<file path="src/rtl/line_clear_if.sv">
// line_clear_if: start/status handshake plus the board read/write port of the line-clear engine.
interface line_clear_if;
  logic       start;
  logic       board_rdata;
  logic [3:0] board_rx;
  logic [4:0] board_ry;
  logic       board_we;
  logic [3:0] board_wx;
  logic [4:0] board_wy;
  logic       board_wdata;
  logic       busy;
  logic       done;
  logic [4:0] lines_cleared;
  modport master (
    input  start, board_rdata,
    output board_rx, board_ry, board_we, board_wx, board_wy, board_wdata, busy, done, lines_cleared
  );
  modport slave (
    output start, board_rdata,
    input  board_rx, board_ry, board_we, board_wx, board_wy, board_wdata, busy, done, lines_cleared
  );
endinterface

</file>
<file path="src/rtl/line_clear.sv">
// line_clear: bottom-up full-row removal and compaction of the board memory.
// Define LINE_CLEAR_EARLY_EXIT_EN to stop the scan at the first empty row.
module line_clear #(
  parameter int COLS = 10,
  parameter int ROWS = 20
) (
  input logic          CLOCK_50,
  input logic          reset,
  line_clear_if.master bus
);
  typedef enum logic [2:0] {IDLE, READ, CHECK, WRITE, FILL, DONE} state_t;
  localparam logic [3:0] LAST   = 4'(COLS - 1);
  localparam logic [3:0] RD_END = 4'(COLS);
  localparam logic [4:0] BOT    = 5'(ROWS - 1);
  localparam logic [4:0] CMAX   = 5'(ROWS);
  state_t state_q, state_d;
  logic [4:0] src_q, src_d, dst_q, dst_d, cnt_q, cnt_d, lc_q, lc_d;
  logic [3:0] col_q, col_d;
  logic [COLS-1:0] rowbuf_q, rowbuf_d;
  logic adv, stop;
  logic busy_q, busy_d, done_q, done_d, we_q, we_d, wdata_q, wdata_d;
  logic [3:0] rx_q, rx_d, wx_q, wx_d;
  logic [4:0] ry_q, ry_d, wy_q, wy_d;
  logic rd, wr;
  assign bus.busy          = busy_q;
  assign bus.done          = done_q;
  assign bus.lines_cleared = lc_q;
  assign bus.board_rx      = rx_q;
  assign bus.board_ry      = ry_q;
  assign bus.board_we      = we_q;
  assign bus.board_wx      = wx_q;
  assign bus.board_wy      = wy_q;
  assign bus.board_wdata   = wdata_q;
  always_ff @(posedge CLOCK_50 or posedge reset)
    if (reset) begin
      state_q  <= IDLE;
      src_q    <= '0;
      dst_q    <= '0;
      cnt_q    <= '0;
      col_q    <= '0;
      rowbuf_q <= '0;
      lc_q     <= '0;
      busy_q   <= 1'b0;
      done_q   <= 1'b0;
      we_q     <= 1'b0;
      wdata_q  <= 1'b0;
      rx_q     <= '0;
      ry_q     <= '0;
      wx_q     <= '0;
      wy_q     <= '0;
    end else begin
      state_q  <= state_d;
      src_q    <= src_d;
      dst_q    <= dst_d;
      cnt_q    <= cnt_d;
      col_q    <= col_d;
      rowbuf_q <= rowbuf_d;
      lc_q     <= lc_d;
      busy_q   <= busy_d;
      done_q   <= done_d;
      we_q     <= we_d;
      wdata_q  <= wdata_d;
      rx_q     <= rx_d;
      ry_q     <= ry_d;
      wx_q     <= wx_d;
      wy_q     <= wy_d;
    end
  always_comb begin
    state_d  = state_q;
    src_d    = src_q;
    dst_d    = dst_q;
    cnt_d    = cnt_q;
    col_d    = col_q;
    rowbuf_d = rowbuf_q;
    adv      = 1'b0;
    stop     = 1'b0;
    case (state_q)
      IDLE: if (bus.start) begin
        state_d = READ;
        src_d   = BOT;
        dst_d   = BOT;
        cnt_d   = '0;
        col_d   = '0;
      end
      READ: begin
        if (col_q != 4'd0) rowbuf_d[col_q - 4'd1] = bus.board_rdata;
        col_d   = col_q == RD_END ? 4'd0 : col_q + 4'd1;
        state_d = col_q == RD_END ? CHECK : READ;
      end
      CHECK: begin
        if (&rowbuf_q) begin
          cnt_d = cnt_q == CMAX ? cnt_q : cnt_q + 5'd1;
          adv   = 1'b1;
        end
`ifdef LINE_CLEAR_EARLY_EXIT_EN
        else if (~|rowbuf_q) stop = 1'b1;
`endif
        else if (src_q != dst_q) state_d = WRITE;
        else begin
          dst_d = dst_q - 5'd1;
          adv   = 1'b1;
        end
      end
      WRITE: begin
        col_d = col_q == LAST ? 4'd0 : col_q + 4'd1;
        if (col_q == LAST) begin
          dst_d = dst_q - 5'd1;
          adv   = 1'b1;
        end
      end
      FILL: begin
        col_d = col_q == LAST ? 4'd0 : col_q + 4'd1;
        if (col_q == LAST) begin
          if (src_q == 5'd0) state_d = DONE;
          else begin
            src_d = src_q - 5'd1;
            dst_d = dst_q - 5'd1;
          end
        end
      end
      DONE:    state_d = IDLE;
      default: state_d = IDLE;
    endcase
    // once the scan is over, src is reused as the count of rows still to zero-fill
    if (adv && src_q != 5'd0) begin
      src_d   = src_q - 5'd1;
      state_d = READ;
    end else if (adv || stop) begin
      state_d = cnt_d != 5'd0 ? FILL : DONE;
      src_d   = cnt_d - 5'd1;
    end
  end
  always_comb begin
    rd      = state_d == READ && col_d < RD_END;
    wr      = state_d == WRITE || state_d == FILL;
    busy_d  = state_d != IDLE;
    done_d  = state_d == DONE;
    we_d    = wr;
    wx_d    = wr ? col_d : 4'd0;
    wy_d    = wr ? dst_d : 5'd0;
    wdata_d = state_d == WRITE ? rowbuf_d[col_d] : 1'b0;
    rx_d    = rd ? col_d : 4'd0;
    ry_d    = rd ? src_d : 5'd0;
    lc_d    = state_d == DONE ? cnt_d : (state_q == IDLE && bus.start) ? 5'd0 : lc_q;
  end
endmodule

</file>
<file path="src/flat_wrapper.sv">
// flat-port wrapper written by rule: the top's interface ports become plain ports
module line_clear_flat 
#(
  parameter int COLS = 10,
  parameter int ROWS = 20
)
  (CLOCK_50, reset, bus_start, bus_board_rdata, bus_board_rx, bus_board_ry, bus_board_we, bus_board_wx, bus_board_wy, bus_board_wdata, bus_busy, bus_done, bus_lines_cleared);
  line_clear_if bus_i ();
  input logic CLOCK_50;
  input logic reset;
  input wire logic [$bits(bus_i.start)-1:0] bus_start;
  input wire logic [$bits(bus_i.board_rdata)-1:0] bus_board_rdata;
  output wire logic [$bits(bus_i.board_rx)-1:0] bus_board_rx;
  output wire logic [$bits(bus_i.board_ry)-1:0] bus_board_ry;
  output wire logic [$bits(bus_i.board_we)-1:0] bus_board_we;
  output wire logic [$bits(bus_i.board_wx)-1:0] bus_board_wx;
  output wire logic [$bits(bus_i.board_wy)-1:0] bus_board_wy;
  output wire logic [$bits(bus_i.board_wdata)-1:0] bus_board_wdata;
  output wire logic [$bits(bus_i.busy)-1:0] bus_busy;
  output wire logic [$bits(bus_i.done)-1:0] bus_done;
  output wire logic [$bits(bus_i.lines_cleared)-1:0] bus_lines_cleared;
  assign bus_i.start = bus_start;
  assign bus_i.board_rdata = bus_board_rdata;
  assign bus_board_rx = bus_i.board_rx;
  assign bus_board_ry = bus_i.board_ry;
  assign bus_board_we = bus_i.board_we;
  assign bus_board_wx = bus_i.board_wx;
  assign bus_board_wy = bus_i.board_wy;
  assign bus_board_wdata = bus_i.board_wdata;
  assign bus_busy = bus_i.busy;
  assign bus_done = bus_i.done;
  assign bus_lines_cleared = bus_i.lines_cleared;
  line_clear #(.COLS(COLS), .ROWS(ROWS)) u_core (.CLOCK_50(CLOCK_50), .reset(reset), .bus(bus_i));
endmodule
</file>
<file path="config.mk">
export PLATFORM = sky130hd
export DESIGN_NAME = line_clear_flat
export DESIGN_NICKNAME = d
export VERILOG_FILES = /design/src/rtl/line_clear_if.sv /design/src/rtl/line_clear.sv /design/src/flat_wrapper.sv
export SDC_FILE = /design/constraint.sdc
export NUM_CORES = 1
export LEC_CHECK = 0
export ABC_AREA = 1
export CAP_MARGIN = 20
export CORE_MARGIN = 2
export CORE_UTILIZATION = 50
export DETAILED_ROUTE_END_ITERATION = 7
export GPL_TIMING_DRIVEN = 0
export PLACE_DENSITY_LB_ADDON = 0.3
export SYNTH_ARGS = -nofsm -noshare
export SYNTH_HDL_FRONTEND = slang
export SYNTH_SLANG_ARGS = --single-unit
</file>
<file path="constraint.sdc">
create_clock -name CLOCK_50 -period 5.4 [get_ports CLOCK_50]
set_clock_uncertainty 0.1 [all_clocks]
set_input_delay 1.08 -clock CLOCK_50 [delete_from_list [all_inputs] [get_ports CLOCK_50]]
set_output_delay 1.08 -clock CLOCK_50 [all_outputs]
set_load 0.02 [all_outputs]
</file>
==> results.json <==
{
  "antenna_found_initial": 0,
  "crit_fanout": 10,
  "fp.dieW_um": 88.3,
  "power_density_nw_per_um2": 616,
  "outcome": "completed",
  "hold_viol": 0,
  "grtUsageMet3_pct": 4.85,
  "grt_max_degree": 45,
  "cp_slowest_stage_delay_ns": 0.53,
  "cts_setup_buffers": 0,
  "fin_nets": 534,
  "synthMostInstantiatedCell": "nand2_1",
  "stdcell_count": 619,
  "cts_sinks": 59,
  "globalplace.congestion": 0.895,
  "worst_ir_drop_vdd_uv": 298,
  "netlist_top_cells_count": "nand2_1 (119), inv_1 (65), nand3_1 (62)",
  "cts_resized": 0,
  "worstPathArrival_ns": 3.21,
  "tns_ns": 0,
  "cts_max_path_buffers": 2,
  "p_switching_uw": 1220,
  "worstSetupPathType": "in2reg",
  "die_h_um": 88.3,
  "crit_chain": "clkdlybuf4s50_1, o21ai_1, nand2_1, nand2_1, inv_1, ha_1, nand2_1, nor2_2, nand2_2, nand4_2, a21oi_1",
  "track_usage_pct": 22.5,
  "io_buffers": 30,
  "synth_nets": 492,
  "hpwl_mm": 6.10,
  "drive_above_1_share_pct": 9.75,
  "drcViolationCount": 0,
  "worst-path-stages": 11,
  "drtIter0Drc": 131,
  "ys_warn_count": 0,
  "syn_area_um2": 3560,
  "post-synth-top-area-cell": "dfrtp_1",
  "cp.required_ns": 5.57,
  "h-tree-depth": 3,
  "clock_latency_ns": 0.35,
  "seqPwrFrac_pct": 28.3,
  "cts_tree": "done",
  "p_leak_uw": 0.00215,
  "wire_per_inst_um": 13.1,
  "dieArea_um2": 7800,
  "dpl.cell_count": 603,
  "use_met2_pct": 35.1,
  "crit_path_start_kind": "input pin",
  "wirelength_mm": 8.09,
  "syn_avg_cell_area_um2": 7.47,
  "critPathSlowestCell": "clkdlybuf4s50_1",
  "slew_headroom_pct": 65.6,
  "hold_path.class": "reg2reg",
  "numCtsBuffers": 9,
  "slew_viol_final": 0,
  "ff2ff_path_depth": 17,
  "synth_edf_count": 0,
  "syn_inst": 476,
  "comb_power_share_pct": 55.7,
  "nFillCells": 624,
  "finalCritPeriodShare_pct": 56.4,
  "diodes": 0,
  "io_pins": 31,
  "cap_violations": 0,
  "rows": 30,
  "endpoint_kind": "register",
  "crit_path_frequent_cell": "nand2_1",
  "crit_family": "simple AND/OR/NAND/NOR gates",
  "grt_pass1_vias": 2927,
  "grt-busiest-layer": "met2",
  "clk_pin_slew_worst_paths_ns": 0.07,
  "tightest_slew_ns": 0.506,
  "fin_crit_ns": 3.05,
  "synth_top_area_share_pct": 41.5,
  "ys_seq_area_share_pct": 41.5,
  "grt-ovfl-total": 0,
  "vias": 3211,
  "cp_num_buf_inv": 2,
  "rsz0062_at_grt": "no",
  "grt_first_pass_wirelength_mm": 13.5,
  "cts_hold_buf": 0,
  "synth_cell_types": 38,
  "ys_async_sr_fraction_pct": 100,
  "internal_power_uw": 1360,
  "synthFlopType": "dfrtp_1",
  "hold_depth": 2,
  "ys_seq_elements": 59,
  "finalSetupViolCount": 0,
  "syn2layout_area_growth_pct": 18.1,
  "drt-pass1-iter-count": 5,
  "ant_nets": 0,
  "synth_area_leaders": "dfrtp_1 (42%), nand2_1 (13%), nand3_1 (8.7%)",
  "core_um2": 6830,
  "root_buffer": "clkbuf_8",
  "sw_frac_of_total_pct": 47.3,
  "viasPerCell": 5.19,
  "pwr-share-clk_pct": 16.0,
  "grt_use_met1_pct": 30.6,
  "max_freq_ghz": 0.328,
  "start_util_pct": 52.1
}
## cell families (layout without fill, tap and decap cells)
kind of cell,count (synthesis),after routing,share of synthesized area (%)
xor+xnor,10,10,2.46
buf+inv,76,123,8.27
simple gates,263,263,33.6
fa+ha+maj,12,12,4.22
flops,59,59,41.5
compound gates,55,55,9.57
mux,1,1,0.387
## final timing paths
| check | start | to | slack, ns |
|---|---|---|---|
| max in group asynchronous | reset | u_core.rowbuf_q[6] | 3.74 |
| min reg2reg | u_core.bus.lines_cleared[4] | u_core.bus.lines_cleared[4] | 0.40 |
| max | bus_start | u_core.bus.board_wx[2] | 2.35 |
| min in group asynchronous | reset | u_core.col_q[2] | 0.91 |
| max reg2reg | u_core.cnt_q[0] | u_core.bus.board_wx[2] | 2.77 |
| min | u_core.bus.lines_cleared[4] | u_core.bus.lines_cleared[4] | 0.40 |
## layout make-up
type	count	area (µm²)	share of cell area, %
clock buffer	12	155	3.69
tap	96	120	2.86
timing repair buffer	31	320	7.62
sequential	59	1480	35.1
inverter	74	278	6.61
buffer	2	16.3	0.387
multi-input combinational	341	1790	42.5
clock inverter	4	48.8	1.16
## tightest hold or removal path: stages, from the launching register on
cell,delay (ns)
dfrtp_1,0.34
nand3_1,0.07
nand2_1,0.05
## cell usage in the layout, fill, tap and decap left out, drive strengths merged
cell type | synthesis | routed
inv | 73 | 73
nand3 | 65 | 65
o31ai | 1 | 1
or2 | 1 | 1
nor3b | 1 | 1
o22ai | 5 | 5
xor2 | 6 | 6
buf | 2 | 3
o21ai | 23 | 23
a22oi | 2 | 2
a21oi | 12 | 12
nor3 | 2 | 2
clkinv | 1 | 4
a21boi | 2 | 2
nand2 | 128 | 128
o21bai | 6 | 6
and2 | 6 | 6
nor2 | 52 | 52
xnor2 | 4 | 4
o211ai | 3 | 3
bufinv | 0 | 1
nand4 | 7 | 7
mux2i | 1 | 1
clkdlybuf4s50 | 0 | 30
nand3b | 1 | 1
clkbuf | 0 | 12
o21a | 1 | 1
dfrtp | 59 | 59
ha | 12 | 12
## layer usage
layer / wire (µm) / up-vias
met2: 3780 / 63
met4: 141 / 0
li1: - / 1610
met1: 3790 / 1528
met5: 0 / -
met3: 380 / 10
## per-stage QoR
step	utilization (%)	total power (µW)	setup slack [ns]	instance area, µm²	hold slack [ns]
6_report	61.5	2590	2.35	4200	0.400
5_1_grt	61.5	2800	2.13	4200	0.422
4_1_cts	61.5	2590	2.37	4200	0.403
3_5_place_dp	58.5	2170	2.01	4000	0.387
3_3_place_gp	58.2	2130	1.78	3980	0.387
2_1_floorplan	-	1760	2.76	3560	0.397
## registers in the layout, indices dropped and copies added, names as in the netlist, 4 cells and up
name / flops
u_core.bus.board_rx: 4
u_core.cnt_q: 5
u_core.bus.board_wy: 5
u_core.col_q: 4
u_core.rowbuf_q: 10
u_core.bus.board_wx: 4
u_core.bus.lines_cleared: 5
u_core.src_q: 5
u_core.dst_q: 5
u_core.bus.board_ry: 5
## power by group through the flow
stage	clock network [µW]	logic (µW)	registers, µW
finish	415	1440	732
global route	439	1610	751
CTS	421	1440	732
detailed placement	0	1430	739
global placement	0	1390	733
floorplan	0	964	794
(Power assumes the default switching activity.)
